`src/rtl/system_top_entity_0_pkg.sv`:
```
// Shared types, widths and program image for the single-issue echo processor.
package system_top_entity_0_pkg;

    localparam int unsigned DATA_W    = 16;
    localparam int unsigned PC_W      = 5;
    localparam int unsigned ROM_DEPTH = 32;

    typedef enum logic [2:0] {
        OpLdi,
        OpAdd,
        OpSub,
        OpIn,
        OpOut,
        OpJmp,
        OpJnv,
        OpHalt
    } opcode_e;

    typedef struct packed {
        opcode_e             op;
        logic [1:0]          rd;
        logic [1:0]          ra;
        logic [1:0]          rb;
        logic [DATA_W-1:0]   imm;
        logic [PC_W-1:0]     addr;
    } instr_t;

    // Register operand r goes in both rd and ra so one helper serves IN and OUT.
    function automatic instr_t ins(opcode_e op, logic [1:0] r, logic [DATA_W-1:0] imm,
                                   logic [PC_W-1:0] addr);
        instr_t i;
        i.op   = op;
        i.rd   = r;
        i.ra   = r;
        i.rb   = 2'd0;
        i.imm  = imm;
        i.addr = addr;
        return i;
    endfunction

    localparam instr_t ROM [ROM_DEPTH] = '{
        ins(OpLdi, 2'd1, 16'h0048, 5'd0), ins(OpOut, 2'd1, 16'h0000, 5'd0),
        ins(OpLdi, 2'd1, 16'h0065, 5'd0), ins(OpOut, 2'd1, 16'h0000, 5'd0),
        ins(OpLdi, 2'd1, 16'h006C, 5'd0), ins(OpOut, 2'd1, 16'h0000, 5'd0),
        ins(OpLdi, 2'd1, 16'h006C, 5'd0), ins(OpOut, 2'd1, 16'h0000, 5'd0),
        ins(OpLdi, 2'd1, 16'h006F, 5'd0), ins(OpOut, 2'd1, 16'h0000, 5'd0),
        ins(OpLdi, 2'd1, 16'h0020, 5'd0), ins(OpOut, 2'd1, 16'h0000, 5'd0),
        ins(OpLdi, 2'd1, 16'h0057, 5'd0), ins(OpOut, 2'd1, 16'h0000, 5'd0),
        ins(OpLdi, 2'd1, 16'h006F, 5'd0), ins(OpOut, 2'd1, 16'h0000, 5'd0),
        ins(OpLdi, 2'd1, 16'h0072, 5'd0), ins(OpOut, 2'd1, 16'h0000, 5'd0),
        ins(OpLdi, 2'd1, 16'h006C, 5'd0), ins(OpOut, 2'd1, 16'h0000, 5'd0),
        ins(OpLdi, 2'd1, 16'h0064, 5'd0), ins(OpOut, 2'd1, 16'h0000, 5'd0),
        ins(OpLdi, 2'd1, 16'h0021, 5'd0), ins(OpOut, 2'd1, 16'h0000, 5'd0),
        ins(OpIn,  2'd2, 16'h0000, 5'd0),
        ins(OpJnv, 2'd0, 16'h0000, 5'd24),
        ins(OpOut, 2'd2, 16'h0000, 5'd0),
        ins(OpJmp, 2'd0, 16'h0000, 5'd24),
        ins(OpHalt, 2'd0, 16'h0000, 5'd0), ins(OpHalt, 2'd0, 16'h0000, 5'd0),
        ins(OpHalt, 2'd0, 16'h0000, 5'd0), ins(OpHalt, 2'd0, 16'h0000, 5'd0)
    };

endpackage

```
`src/rtl/system_program_rom.sv`:
```
// Combinational program ROM: returns the instruction record at the given PC.
module system_program_rom
    import system_top_entity_0_pkg::*;
(
    input  logic [PC_W-1:0] pc,
    output instr_t          instr
);

    assign instr = ROM[pc];

endmodule

```
`src/rtl/system_top_entity_0.sv`:
```
// Single-issue processor: fetch from ROM, decode, 4-entry register file, V flag
// and registered 17-bit output port (bit 16 is a one-cycle valid strobe).
module system_top_entity_0
    import system_top_entity_0_pkg::*;
#(
    parameter int unsigned DATA_W = 16,
    parameter int unsigned PC_W   = 5
) (
    input  logic              system1000,
    input  logic              system1000_rst,
    input  logic [DATA_W:0]   eta_i1,
    output logic [DATA_W:0]   topLet_o
);

    logic [PC_W-1:0]   pc_q, pc_d;
    logic [DATA_W-1:0] regs_q [4];
    logic [DATA_W-1:0] regs_d [4];
    logic              v_q, v_d;
    logic [DATA_W:0]   out_q, out_d;
    instr_t            instr;

    system_program_rom u_rom (
        .pc    (pc_q),
        .instr (instr)
    );

    always_comb begin
        pc_d   = pc_q + PC_W'(1);
        regs_d = regs_q;
        v_d    = v_q;
        // Strobe drops every cycle; data holds the last value sent.
        out_d  = {1'b0, out_q[DATA_W-1:0]};
        case (instr.op)
            OpLdi:   regs_d[instr.rd] = instr.imm;
            OpAdd:   regs_d[instr.rd] = regs_q[instr.ra] + regs_q[instr.rb];
            OpSub:   regs_d[instr.rd] = regs_q[instr.ra] - regs_q[instr.rb];
            OpIn: begin
                regs_d[instr.rd] = eta_i1[DATA_W-1:0];
                v_d              = eta_i1[DATA_W];
            end
            OpOut:   out_d = {1'b1, regs_q[instr.ra]};
            OpJmp:   pc_d  = instr.addr;
            OpJnv: begin
                if (!v_q) pc_d = instr.addr;
            end
            OpHalt:  pc_d  = pc_q;
            default: ;
        endcase
    end

    always_ff @(posedge system1000) begin
        if (system1000_rst) begin
            pc_q   <= '0;
            regs_q <= '{default: '0};
            v_q    <= 1'b0;
            out_q  <= '0;
        end else begin
            pc_q   <= pc_d;
            regs_q <= regs_d;
            v_q    <= v_d;
            out_q  <= out_d;
        end
    end

    assign topLet_o = out_q;

endmodule

```
`config.mk`:
```
export PLATFORM = sky130hd
export DESIGN_NAME = system_top_entity_0
export DESIGN_NICKNAME = d
export VERILOG_FILES = /design/src/rtl/system_top_entity_0_pkg.sv /design/src/rtl/system_program_rom.sv /design/src/rtl/system_top_entity_0.sv
export SDC_FILE = /design/constraint.sdc
export NUM_CORES = 1
export LEC_CHECK = 0
export ABC_AREA = 1
export CORE_MARGIN = 3
export CORE_UTILIZATION = 50
export DETAILED_ROUTE_END_ITERATION = 8
export GPL_ROUTABILITY_DRIVEN = 1
export PLACE_DENSITY = 0.66
export SYNTH_ARGS = -nofsm -noshare
export SYNTH_HDL_FRONTEND = slang
export SYNTH_SLANG_ARGS = --single-unit
```
`constraint.sdc`:
```
create_clock -name system1000 -period 4.47 [get_ports system1000]
set_input_delay 0.6705 -clock system1000 [delete_from_list [all_inputs] [get_ports system1000]]
set_output_delay 0.6705 -clock system1000 [all_outputs]
set_load 0.01 [all_outputs]
```
==> impl_summary.txt <==
----------------------------------------------------
[Power and ir drop]
  Worst voltage drop across the vdd grid ... 0.1985 mV
  Power density over the cells ... 260.8 nW/um^2
  Leakage power figure ... 3.437 nW

[Synthesis]
  Post-synthesis async set-or-reset flop share ... 0%
  Synth Flop Type ... dfxtp_1
  Mean instance size in the synthesized netlist ... about 6 sq um
  Area of the mapped netlist ... 6257 sq um
  Number of instances in the synthesized netlist ... 1,041
  EDFF count, synth ... 0
  Post-Synthesis Net Count ... 1,096
  YS warnings ... 0
  Proportion of synthesized chip area in sequential cells ... 22.72%
  Number of distinct library cells after synthesis ... 43
  Flops & latches, synth ... between 70 and 80

[Clocking]
  Number of clock buffers inserted by TritonCTS ... 9
  CTS sink count ... 71
  Buffers from clock root to sink, at most ... 2
  Htree depth ... 3
  Clock latency on the worst-skew pair ... roughly 340 ps
  Cts-stage hold buffer count ... 0
  Clock slew at reported path FFs ... about 60 ps
  Post-CTS repair timing setup buffer count ... 0
  Root buffer cell ... clkbuf_16
  TritonCTS clock tree ... built
  Post-CTS sizing ... 0

[Worst setup path]
  Peak fanout along the critical path ... 18
  Startpoint types ... flop
  Worst path cell trace ... nor2_2 > nor2_2 > inv_1 > buf_4 > o221ai_1 > inv_1 > ha_1 > nand2_1 > inv_1 > nand3_1 > nor3_1 > nand2_1 > nand2_1 > nand2_1 > nand3_1 > nand3_1 > nand2_1 > a21oi_1
  CP Class ... flop to flop
  CP endpoint kind ... flop
  Cell repeated most along the worst path ... nand2_1
  Required time of the worst setup path ... 4680 ps
  Gate family responsible for the most delay along the worst path ... simple AND/OR/NAND/NOR gates
  Slowest stage cell, crit path ... dfxtp_1
  Flop-to-flop setup slack ... about 830 ps
  Arrival time reported for the critical path endpoint ... 3860 ps
  Highest cell delay on the worst timing path ... 560 ps
  Buf/Inv on CP ... 4

[Drt]
  Average wire per standard cell ... around 16 um
  Post-detailed-routing wire length ... 19,790 um
  Drt via density ... 5.488
  1st-iter DRT viols ... 678
  Number of detailed-route iterations in the first pass ... 6
  Detail Route Antenna Nets ... 0
  Total vias in the final route ... around 6.7k
  # DRC ... 0

[Global routing]
  Global-route wire length before repair ... 31,080 um
  Pin count of the biggest net entering global routing ... 57
  Global route total overflow ... 0
  Gr usage total ... ~28%
  Via count of the first global-routing pass ... 5,881
  Initial antenna violation count ... 0

[Cells and area]
  Final standard cell area without fillers ... ~6900 sq um
  Number of fill cells ... around 1.3k
  Count of placed standard cells in the final layout, fillers left out ... 1,217
  Diode insertion count for antenna repair ... 0
  Number of nets in the layout ... about 1.1k
  Layout cells sized above 1 ... under 10%
  Core utilization of the finished layout ... 57.22%
  Area added between synthesis and finish ... 10.76%

[Placement]
  Dpl cell area ... 6624 sq um
  Final weighted congestion in routability-driven placement ... 0.9016
  Port Buffer Count ... 35
  Number of placed cells counting well taps ... 1,201
  Placed wire-length estimate ... 14,970 um

[Timing]
  Sum of negative setup slack ... 0 ps
  Setup repair after global routing missed its margin ... no
  Share of the clock period used by the worst path after layout ... 81.49%
  Final critical-path required period ... 3643 ps
  Setup Skew ... 7.493 ps
  Number of max-slew violations in the final report ... 0
  Maximum clock frequency ... 0.2745 GHz
  Final Setup Violations ... 0
  Least-Margin Pin Slew ... 806.1 ps
  Final hold viol count ... 0
  Hold Slack ... approximately 470 ps
  Slew HR ... 46.09%

[Floorplan]
  Die outline area ... 13,890 sq um
  Initial standard-cell utilization of the core ... 51.66%
  Top-Level Pins ... 36
  Number of rows created at floorplan ... 40
  Area of the core region ... 12,110 sq um
  Die Y ... 117.9 um
  Width of the chip ... ~120 um

[Status]
  Result of the run ... completed

[Hold path]
  Path class of the lowest-slack min-delay path ... flop to flop

[Flow run]
  Count of maximum capacitance violations ... 0

----------------------------------------------------
[synthesized netlist by cell type, types with 2 or more instances]
library cell  count  area [sq um]
a211oi_1          2         15.01
a21oi_1          93         465.5
a21oi_2           3         26.28
a22oi_1           3         22.52
a31oi_1           7         43.79
a41oi_1           2         17.52
and2_1            3         18.77
buf_1             3         11.26
buf_2            16         80.08
buf_4             6         45.04
buf_6             3         33.78
clkbuf_1         23         86.33
dfxtp_1          71          1421
fa_1              2         40.04
ha_1             34         425.4
inv_1           153         574.3
inv_2             9         33.78
nand2_1         246         923.4
nand2_2           4         25.02
nand2_4           6         67.56
nand3_1          87         435.4
nand4_1          10         62.56
nor2_1           93         349.1
nor2_2            3         18.77
nor2_4            4         45.04
nor3_1            5         25.02
o211ai_1         17         127.6
o21ai_0          67         335.3
o21ai_1          11         55.05
o21bai_1          4         30.03
o221ai_1         14         122.6
o22ai_1           4         25.02
or2_2            13         81.33
xnor2_1           2         17.52
xor2_1           10         87.58
[power breakdown]
part | internal (mW) | switching, mW | total (mW)
clock network | 0.450 | 0.296 | 0.747
registers | 0.660 | 0.0222 | 0.682
logic | 0.133 | 0.245 | 0.378
[worst min-delay path, stage by stage, from the launching register on]
cell and delay [ps]:
dfxtp_1 300, o211ai_1 80, inv_1 40
[cell usage in the layout, fill, tap and decap left out, types with 10 or more instances in the layout]
master,synthesis,layout
nand2_1,246,246
inv_1,153,153
a21oi_1,93,93
nor2_1,93,92
nand3_1,87,87
dfxtp_1,71,71
o21ai_0,67,67
clkdlybuf4s50_1,0,35
ha_1,34,34
o211ai_1,17,17
o221ai_1,14,14
or2_2,13,13
o21ai_1,11,11
xor2_1,10,10
nand4_1,10,10
[final cells by class]
type / count / area, sq um / share of cell area (%)
Tap cell: 168 / 210.2 / 3.033
Sequential cell: 71 / 1421 / 20.51
Clock inverter: 6 / 67.56 / 0.9749
Timing Repair Buffer: 43 / 410.4 / 5.922
Clock buffer: 10 / 239.0 / 3.448
Inverter: 164 / 623.1 / 8.991
Multi-Input combinational cell: 755 / 3959 / 57.12
[worst paths after layout]
path,from,endpoint,depth (start not counted)
worst max-delay path,pc_q[2],regs_q[29],18
worst min-delay path,regs_q[45],regs_q[45],2
worst max register to register,pc_q[2],regs_q[29],18
worst min register to register,regs_q[45],regs_q[45],2
[layer usage]
metal | global-route usage (%) | share of wire (%)
met5 | 0 | 0
met4 | 6.813 | 1.5
met3 | 4.229 | 7.3
met2 | 41.72 | 44
met1 | 40.84 | 47
[metrics by stage]
step | total power [mW] | worst slack [ps]
global route | 1.888 | 567.5
CTS | 1.809 | 875.5
global placement | 1.066 | 919.0
detailed placement | 1.064 | 899.8
finish | 1.807 | 827.3
floorplan | 0.9462 | 1581
[logic make-up after synthesis]
group / count (synthesis) / synth area share, %
adder cells (fa/ha/maj): 36 / 7.439
XOR/XNOR: 12 / 1.680
AND/OR/NAND/NOR: 476 / 33.01
AO/OA/AOI/OAI: 231 / 21.10
buffers and inverters: 215 / 14.06
flip-flops: 71 / 22.72
Power figures use the tool's default switching activity.
